===== src/rtl/gpio_pkg.sv =====
// gpio_pkg: register offsets and address-decode field shared by the GPIO bank
package gpio_pkg;
    localparam int GPIO_OFFSET_MSB = 5;
    localparam int GPIO_OFFSET_LSB = 2;
    typedef logic [GPIO_OFFSET_MSB-GPIO_OFFSET_LSB:0] gpio_offset_t;
    localparam gpio_offset_t GPIO_DIR     = 4'd0;
    localparam gpio_offset_t GPIO_OUT     = 4'd1;
    localparam gpio_offset_t GPIO_IN      = 4'd2;
    localparam gpio_offset_t GPIO_OUT_SET = 4'd3;
    localparam gpio_offset_t GPIO_OUT_CLR = 4'd4;
    localparam gpio_offset_t GPIO_OUT_TGL = 4'd5;
    localparam gpio_offset_t GPIO_RISE_EN = 4'd6;
    localparam gpio_offset_t GPIO_FALL_EN = 4'd7;
    localparam gpio_offset_t GPIO_STATUS  = 4'd8;
endpackage


===== src/rtl/gpio_irq_bank_if.sv =====
// gpio_irq_bank_if: single-cycle strobe bus with registered one-cycle response
// master drives read/write/address/write_data; slave returns read_data/response
interface gpio_irq_bank_if;
    import gpio_pkg::*;
    logic        read;
    logic        write;
    logic [31:0] address;
    logic [31:0] write_data;
    logic [31:0] read_data;
    logic        response;
    modport master(output read, write, address, write_data, input read_data, response);
    modport slave(input read, write, address, write_data, output read_data, response);
endinterface


===== src/rtl/gpio_sync.sv =====
// gpio_sync: multi-stage flop synchroniser for a bus of asynchronous inputs
// ports: clk, rst_n (async active-low), d (async in), q (synchronised out)
module gpio_sync
    import gpio_pkg::*;
#(
    parameter int WIDTH       = 8,
    parameter int SYNC_STAGES = 2
) (
    input  logic             clk,
    input  logic             rst_n,
    input  logic [WIDTH-1:0] d,
    output logic [WIDTH-1:0] q
);
    logic [SYNC_STAGES-1:0][WIDTH-1:0] stage;
    always_ff @(posedge clk or negedge rst_n) begin
        if (!rst_n) stage <= '0;
        else        stage <= {stage[SYNC_STAGES-2:0], d};
    end
    assign q = stage[SYNC_STAGES-1];
endmodule


===== src/rtl/gpio_irq_bank.sv =====
// gpio_irq_bank: memory-mapped GPIO with direction, set/clr/toggle and edge interrupts
// ports: clk, rst_n (async active-low), bus (slave side of gpio_irq_bank_if),
//        gpios_in (pads), gpios_out (= OUT), direction (= DIR), irq (OR of STATUS)
module gpio_irq_bank
    import gpio_pkg::*;
#(
    parameter int               WIDTH       = 8,
    parameter int               SYNC_STAGES = 2,
    parameter logic [WIDTH-1:0] RESET_DIR   = '0,
    parameter logic [WIDTH-1:0] RESET_OUT   = '0
) (
    input  logic                  clk,
    input  logic                  rst_n,
    gpio_irq_bank_if.slave        bus,
    input  logic [WIDTH-1:0]      gpios_in,
    output logic [WIDTH-1:0]      gpios_out,
    output logic [WIDTH-1:0]      direction,
    output logic                  irq
);
    localparam int PW = $clog2(SYNC_STAGES + 2);
    localparam logic [PW-1:0] PRIME_DONE = PW'(SYNC_STAGES + 1);
    logic [WIDTH-1:0] dir_r, out_r, rise_en, fall_en, status, in_sync, prev;
    logic [WIDTH-1:0] wd, edges, out_n, status_n;
    logic [PW-1:0]    prime;
    logic             primed;
    gpio_offset_t     off;
    logic [31:0]      rd_mux;
    logic             unused_bus;
    gpio_sync #(.WIDTH(WIDTH), .SYNC_STAGES(SYNC_STAGES)) u_sync (
        .clk  (clk),
        .rst_n(rst_n),
        .d    (gpios_in),
        .q    (in_sync)
    );
    assign unused_bus = ^{bus.address[31:GPIO_OFFSET_MSB+1], bus.address[GPIO_OFFSET_LSB-1:0], bus.write_data};
    // Until the synchroniser and prev register hold real pad samples, a pin tied
    // high would look like a rising edge, so capture waits for the prime count.
    always_comb begin
        off      = bus.address[GPIO_OFFSET_MSB:GPIO_OFFSET_LSB];
        wd       = bus.write_data[WIDTH-1:0];
        primed   = prime == PRIME_DONE;
        edges    = primed ? (in_sync & ~prev & rise_en) | (~in_sync & prev & fall_en) : '0;
        out_n    = !bus.write              ? out_r :
                   off == GPIO_OUT         ? wd :
                   off == GPIO_OUT_SET     ? out_r | wd :
                   off == GPIO_OUT_CLR     ? out_r & ~wd :
                   off == GPIO_OUT_TGL     ? out_r ^ wd : out_r;
        // new edges are OR'ed after the clear so a same-cycle edge wins
        status_n = (bus.write && off == GPIO_STATUS ? status & ~wd : status) | edges;
        rd_mux   = '0;
        case (off)
            GPIO_DIR:     rd_mux = 32'(dir_r);
            GPIO_OUT:     rd_mux = 32'(out_r);
            GPIO_IN:      rd_mux = 32'(in_sync);
            GPIO_RISE_EN: rd_mux = 32'(rise_en);
            GPIO_FALL_EN: rd_mux = 32'(fall_en);
            GPIO_STATUS:  rd_mux = 32'(status);
            default:      rd_mux = '0;
        endcase
    end
    always_ff @(posedge clk or negedge rst_n) begin
        if (!rst_n) begin
            dir_r         <= RESET_DIR;
            out_r         <= RESET_OUT;
            rise_en       <= '0;
            fall_en       <= '0;
            status        <= '0;
            prev          <= '0;
            prime         <= '0;
            bus.read_data <= '0;
            bus.response  <= 1'b0;
        end else begin
            dir_r        <= bus.write && off == GPIO_DIR     ? wd : dir_r;
            rise_en      <= bus.write && off == GPIO_RISE_EN ? wd : rise_en;
            fall_en      <= bus.write && off == GPIO_FALL_EN ? wd : fall_en;
            out_r        <= out_n;
            status       <= status_n;
            prev         <= in_sync;
            prime        <= primed ? prime : prime + 1'b1;
            bus.response <= bus.read | bus.write;
            if (bus.read) bus.read_data <= rd_mux;
        end
    end
    assign gpios_out = out_r;
    assign direction = dir_r;
    assign irq       = |status;
endmodule


===== src/flat_wrapper.sv =====
// flat-port wrapper written by rule: the top's interface ports become plain ports
module gpio_irq_bank_flat import gpio_pkg::*;
#(
    parameter int               WIDTH       = 8,
    parameter int               SYNC_STAGES = 2,
    parameter logic [WIDTH-1:0] RESET_DIR   = '0,
    parameter logic [WIDTH-1:0] RESET_OUT   = '0
)
  (clk, rst_n, gpios_in, gpios_out, direction, irq, bus_read, bus_write, bus_address, bus_write_data, bus_read_data, bus_response);
  gpio_irq_bank_if bus_i ();
  input  logic clk;
  input  logic rst_n;
  input  logic [WIDTH-1:0] gpios_in;
  output logic [WIDTH-1:0] gpios_out;
  output logic [WIDTH-1:0] direction;
  output logic irq;
  input wire logic [$bits(bus_i.read)-1:0] bus_read;
  input wire logic [$bits(bus_i.write)-1:0] bus_write;
  input wire logic [$bits(bus_i.address)-1:0] bus_address;
  input wire logic [$bits(bus_i.write_data)-1:0] bus_write_data;
  output wire logic [$bits(bus_i.read_data)-1:0] bus_read_data;
  output wire logic [$bits(bus_i.response)-1:0] bus_response;
  assign bus_i.read = bus_read;
  assign bus_i.write = bus_write;
  assign bus_i.address = bus_address;
  assign bus_i.write_data = bus_write_data;
  assign bus_read_data = bus_i.read_data;
  assign bus_response = bus_i.response;
  gpio_irq_bank #(.WIDTH(WIDTH), .SYNC_STAGES(SYNC_STAGES), .RESET_DIR(RESET_DIR), .RESET_OUT(RESET_OUT)) u_core (.clk(clk), .rst_n(rst_n), .bus(bus_i), .gpios_in(gpios_in), .gpios_out(gpios_out), .direction(direction), .irq(irq));
endmodule

===== config.mk =====
export PLATFORM = sky130hd
export DESIGN_NAME = gpio_irq_bank_flat
export DESIGN_NICKNAME = d
export VERILOG_FILES = /design/src/rtl/gpio_pkg.sv /design/src/rtl/gpio_irq_bank_if.sv /design/src/rtl/gpio_sync.sv /design/src/rtl/gpio_irq_bank.sv /design/src/flat_wrapper.sv
export SDC_FILE = /design/constraint.sdc
export NUM_CORES = 1
export LEC_CHECK = 0
export ABC_AREA = 1
export CORE_UTILIZATION = 42
export DETAILED_ROUTE_END_ITERATION = 8
export PLACE_DENSITY = 0.76
export SETUP_SLACK_MARGIN = 0.15
export SLEW_MARGIN = 20
export SYNTH_ARGS = -nofsm -noshare
export SYNTH_HDL_FRONTEND = slang
export SYNTH_SLANG_ARGS = --single-unit

===== constraint.sdc =====
create_clock -name clk -period 1.1 [get_ports clk]
set_input_delay 0.22 -clock clk [delete_from_list [all_inputs] [get_ports clk]]
set_output_delay 0.22 -clock clk [all_outputs]
set_load 0.02 [all_outputs]

## Yosys cells after proc, flatten, opt, wreduce, memory -nomap -nowiden

Cells that the tools add are included.

| storage, ports and cells | value |
|---|---|
| flip-flop bits (word level) | 99 |
| input bits | 76 |
| output and inout port bits | 50 |
| logic and storage cells | 50 |

| cells by class | value |
|---|---|
| add/subtract/negate cells | 1 |
| equality and inequality tests | 9 |
| muxes and demuxes | 7 |
| bitwise operators | 14 |
| reduce and logical (&&, ||, !) cells | 8 |

Operator list:

| cell | count |
|---|---|
| AND 8 bit | 6 |
| two-way mux 8 bit | 6 |
| one-hot mux 8 bit (6 select lines) | 1 |
| NOT 8 bit | 3 |
| OR 8 bit | 3 |
| equality test 4 x 3 -> 1 bit, second input constant | 4 |
| equality test 4 x 2 -> 1 bit, second input constant | 2 |
| OR reduction 8 bit | 1 |
| XOR 8 bit | 1 |
| equality test 4 x 1 -> 1 bit, second input constant | 1 |
| equality test 4 bit, second input constant | 1 |
| logical AND 1 bit | 4 |
| logical NOT 4 bit | 1 |
| nonzero test 4 bit | 1 |
| adder 2 x 1 -> 2 bit, second input constant | 1 |
| equality test 2 bit, second input constant | 1 |
| AND reduction 2 bit | 1 |
| OR 1 bit | 1 |

## Longest topological paths before layout

| depth | value |
|---|---|
| depth after elaboration | 6 |
| gate-level depth with buffers | 9 |
| gate-level depth less buffers | 8 |

## Hierarchy

From an unflattened synthesis, not the netlist that was laid out.

| unflattened totals | value |
|---|---|
| cells, all modules | 480 |
| area total of the unflattened synthesis | 4,086.4 um^2 |

By module, submodules not included:

| module | times used | cells each | area an instance (um^2) | sequential area each (um^2) |
|---|---|---|---|---|
| gpio_irq_bank | 1 | 456 | 3,626.0 | 1,476.4 |
| gpio_sync | 1 | 24 | 460.4 | 400.4 |

## Least setup slack after synthesis

Ideal clock, no wire load.

| timing | value |
|---|---|
| path kind | register to register |
| from | reg u_core.prime[0] |
| to | reg u_core.prime[1] |
| library setup time | 0.125 ns |
| arrival time | 1.117 ns |
| required time | 0.975 ns |
| slack | -0.141 ns |
| stages on the path, launching flop included | 4 |
| path buffers | 1 |
| period minus slack after synthesis | 1.241 ns |
| path through | dfrtp_1 > ha_1 > clkbuf_1 > mux2_2 |

| on the way | value |
|---|---|
| longest elaborated chain between the ends | 1 |
| elaborated cells on any way between the ends | 2 |
| classes of those cells | 1 x add/sub; 1 x eq/ne |

RTL lines:

| item | RTL line | source |
|---|---|---|
| from (decl) | gpio_irq_bank.sv:24 | `logic [PW-1:0] prime;` |
| from (signal assigned) | gpio_irq_bank.sv:79 | `prime <= primed ? prime : prime + 1'b1;` |
| adder 2 x 1 -> 2 bit or equality test 2 bit (tied branches) | gpio_irq_bank.sv:79, gpio_irq_bank.sv:41 |  |

Several ways; a longest one is shown, not always the timed one.
A chain may end at the register's enable or synchronous reset.

## Final worst setup path

| timing | value |
|---|---|
| from | reg u_core.status[6] |
| to | out irq |

| on the way | value |
|---|---|
| longest elaborated chain between the ends | 1 |

RTL lines:

| item | RTL line | source |
|---|---|---|
| from (decl) | gpio_irq_bank.sv:22 | `logic [WIDTH-1:0] dir_r, out_r, rise_en, fall_en, status, in_sync, prev;` |
| from (signal assigned) | gpio_irq_bank.sv:77 | `status <= status_n;` |
| OR reduction 8 bit | gpio_irq_bank.sv:86 | `assign irq = \|status;` |
| to (decl) | flat_wrapper.sv:16 | `output logic irq;` |

Every way passes these cells.

==> summary.txt <==
CTS tree = yes
post-route minimum period = 1.58 ns
initial antenna violation count = 0
register clock-pin slew on the reported worst setup and hold paths = 0.09 ns
Final ANT Viol Nets = 0
grt ovf = 0
Leak Pwr = 2.93 nW
PwrDens = 1460 nW/um^2
largest net degree at the start of global routing = 25
DRC violations left = 0
critical path launch point type = flip-flop
commonest non-fill, non-tap cell in the layout = nand2_1
CTS max path bufs = 2
Row Count = 35
Die X = 99.9 um
r2r endpoint = u_core.gpios_out[5]$_DFFE_PN0P_
Ys Warns = 0
Fin. Hold Viols = 0
CTS buffer count = 9
Finished Layout Cells = 742
CP arrival = 1.36 ns
Post-Syn Area = 4030 um^2
final number of setup-violating endpoints = 35
launching point of the worst reg2reg path = u_core.gpios_out[5]$_DFFE_PN0P_
Max Cap Violations = 0
drt via density = 5.43
worst hold path depth = 1
CP endpoint kind = output port
Syn-to-layout area delta = 57.4%
drt total wl = 13,800 um
beginning of the critical path = u_core.status[6]$_DFF_PN0_
reg2reg setup slack = -0.14 ns
Seq/Total Area, Yosys = 0.466
I/O pin count = 126
Pins Over Slew Limit = 0
Clk Latency, worst-skew pair = 0.38 ns
Root Driver = clkbuf_8
FFs w/ async S/R, synth = 1.00
Mapped Cells = 473
fillcell total = 647
core area = 9280 um^2
Primary FF master, synth = dfrtp_1
FMAX = 634 MHz
fin worst setup slack = -0.477 ns
net count reported at finish = 701
worst min-delay path category = in -> reg
clock sink count = 75
vias post-DR = 4,031
global-route usage over all layers = 0.264
critical path class = reg -> out
Vert. Die Dim = 99.9 um
CP Data Required Time = 0.88 ns
Layout Skew = 0.0155 ns
vias in the first global route = 3,963
Avg Cell Area, Syn = 8.52 um^2
HPWL Detailed = 7470 um
DRT iter0 DRCs = 412
Starting Density = 0.434
layout cells sized above 1 = 0.483
failing checks = setup timing
IO Port Bufs = 49
flops & latches, synth = 75
Unique masters post-synth = 24
setup_tns = -2.72 ns
most frequent cells in the layout = 71 x nand2_1, 67 x dfrtp_1, 58 x buf_6, 40 x buf_4, 35 x nor2_1
WHS Endpoint = u_core.u_sync.stage[1]$_DFF_PN0_
CP Max Fanout = 2
Inst Count DP = 694
GPL Wtd Cong = 0.880
status = finished with violations
CTS H-Tree Depth = 3
drt first pass iters = 6
RSZ-0062 raised after global routing = true
Max VDD drop = 878 uV
worst-case reg-to-reg path depth = 8
Die ar. = 9990 um^2
Inserted Diodes = 0
final period utilization = 1.43
Hold Path Origin = gpios_in[1]
Post-synth EDFFs = 0
Avg WL per Cell = 18.6 um
first-pass GRT wire length = 20,000 um
## repair_timing
action	in CTS	in global routing
setup buffers	12	13
hold buffers	1	0
endpoints found under the setup margin	76	73
pin swaps	57	37
cloned	5	1
gates resized for setup	280	74
hold endpoints to repair	20	0
## how the worst max path moves through the flow
stage | to | slack (ns) | cells past startpoint
final | irq | -0.48 | 3
after detailed placement | u_core.gpios_out[0]$_DFFE_PN0P_ | -0.68 | 9
after CTS | irq | -0.48 | 3
after global placement | u_core.gpios_out[2]$_DFFE_PN0P_ | -0.62 | 9
after floorplan | u_core.gpios_out[3]$_DFFE_PN0P_ | -0.007 | 8
after global routing | irq | -0.50 | 3
## sequential cells by signal (all words and copies together) (netlist names)
| register | count |
|---|---|
| u_core.prev | 8 |
| u_core.prime | 2 |
| u_core.status | 8 |
| u_core.rise_en | 8 |
| u_core.direction | 8 |
| u_core.bus.read_data | 8 |
| u_core.fall_en | 8 |
| u_core.bus.response | 1 |
| u_core.u_sync.stage | 8 |
| u_core.gpios_out | 8 |
| u_core.u_sync.q | 8 |
## critical path, stage by stage, from the launching register on
cell and delay [ns]:
dfrtp_1 0.44, nor4_2 0.26, nand2_1 0.11, buf_2 0.17
## area by class of cell
| type | count | area [um^2] | area share |
|---|---|---|---|
| Timing Repair Buffer | 138 | 1530 | 0.241 |
| Clock inverter | 7 | 75.1 | 0.0118 |
| Sequential cell | 75 | 1890 | 0.298 |
| Multi-Input combinational cell | 340 | 2400 | 0.378 |
| Clock buffer | 9 | 124 | 0.0195 |
| Tap cell | 129 | 161 | 0.0255 |
| Inverter | 44 | 170 | 0.0268 |
## Yosys cell counts (8+ instances only)
cell type  count  area (um^2)
nand2_1      102          383
dfrtp_1       75         1880
nand3_1       56          280
nor2_1        48          180
inv_1         41          154
o21ai_0       40          200
buf_4         26          195
ha_1          17          213
a21oi_1       16         80.1
o21a_1         8         60.1
o21ai_2        8         70.1
## power by group
part | leakage [nW] | total (W) | internal, W | switching, W
Combinational | 1.97 | 0.00350 | 0.00174 | 0.00176
Sequential | 0.872 | 0.00353 | 0.00313 | 0.000399
Clock | 0.0923 | 0.00224 | 0.00106 | 0.00118
Total | 2.93 | 0.00927 | 0.00593 | 0.00334
## metrics by stage
| stage | util | area, um^2 | power, W | worst slack, ns | hold slack (ns) |
|---|---|---|---|---|---|
| CTS | 0.644 | 5970 | 0.00876 | -0.480 | 0.277 |
| global placement | 0.558 | 5180 | 0.00588 | -0.619 | 0.154 |
| global route | 0.683 | 6340 | 0.00966 | -0.505 | 0.269 |
| detailed placement | 0.558 | 5180 | 0.00599 | -0.681 | 0.158 |
| floorplan | - | 4320 | 0.00486 | -0.00747 | -0.0756 |
| finish | 0.683 | 6340 | 0.00927 | -0.477 | 0.284 |
## per-layer routing
metal  share of wire  up-vias  global-route usage
met1            0.38     1930               0.317
met2            0.50      268               0.440
met5               0        -                   0
met3           0.074       68              0.0648
met4           0.047        0               0.140
li1                -     1765                   -
## kinds of logic (layout without fill, tap and decap cells)
family                   Yosys count  after routing  synth area share
AND/OR/NAND/NOR                  221            225             0.257
buffers and inverters             85            198             0.116
flip-flops                        75             75             0.466
AO/OA/AOI/OAI                     72             72             0.102
adder cells (fa/ha/maj)           17             17            0.0528
other                              1             24          0.000931
XOR/XNOR                           1              1           0.00217
multiplexers                       1              1           0.00280
No activity file was read; power rests on OpenSTA's default activity.
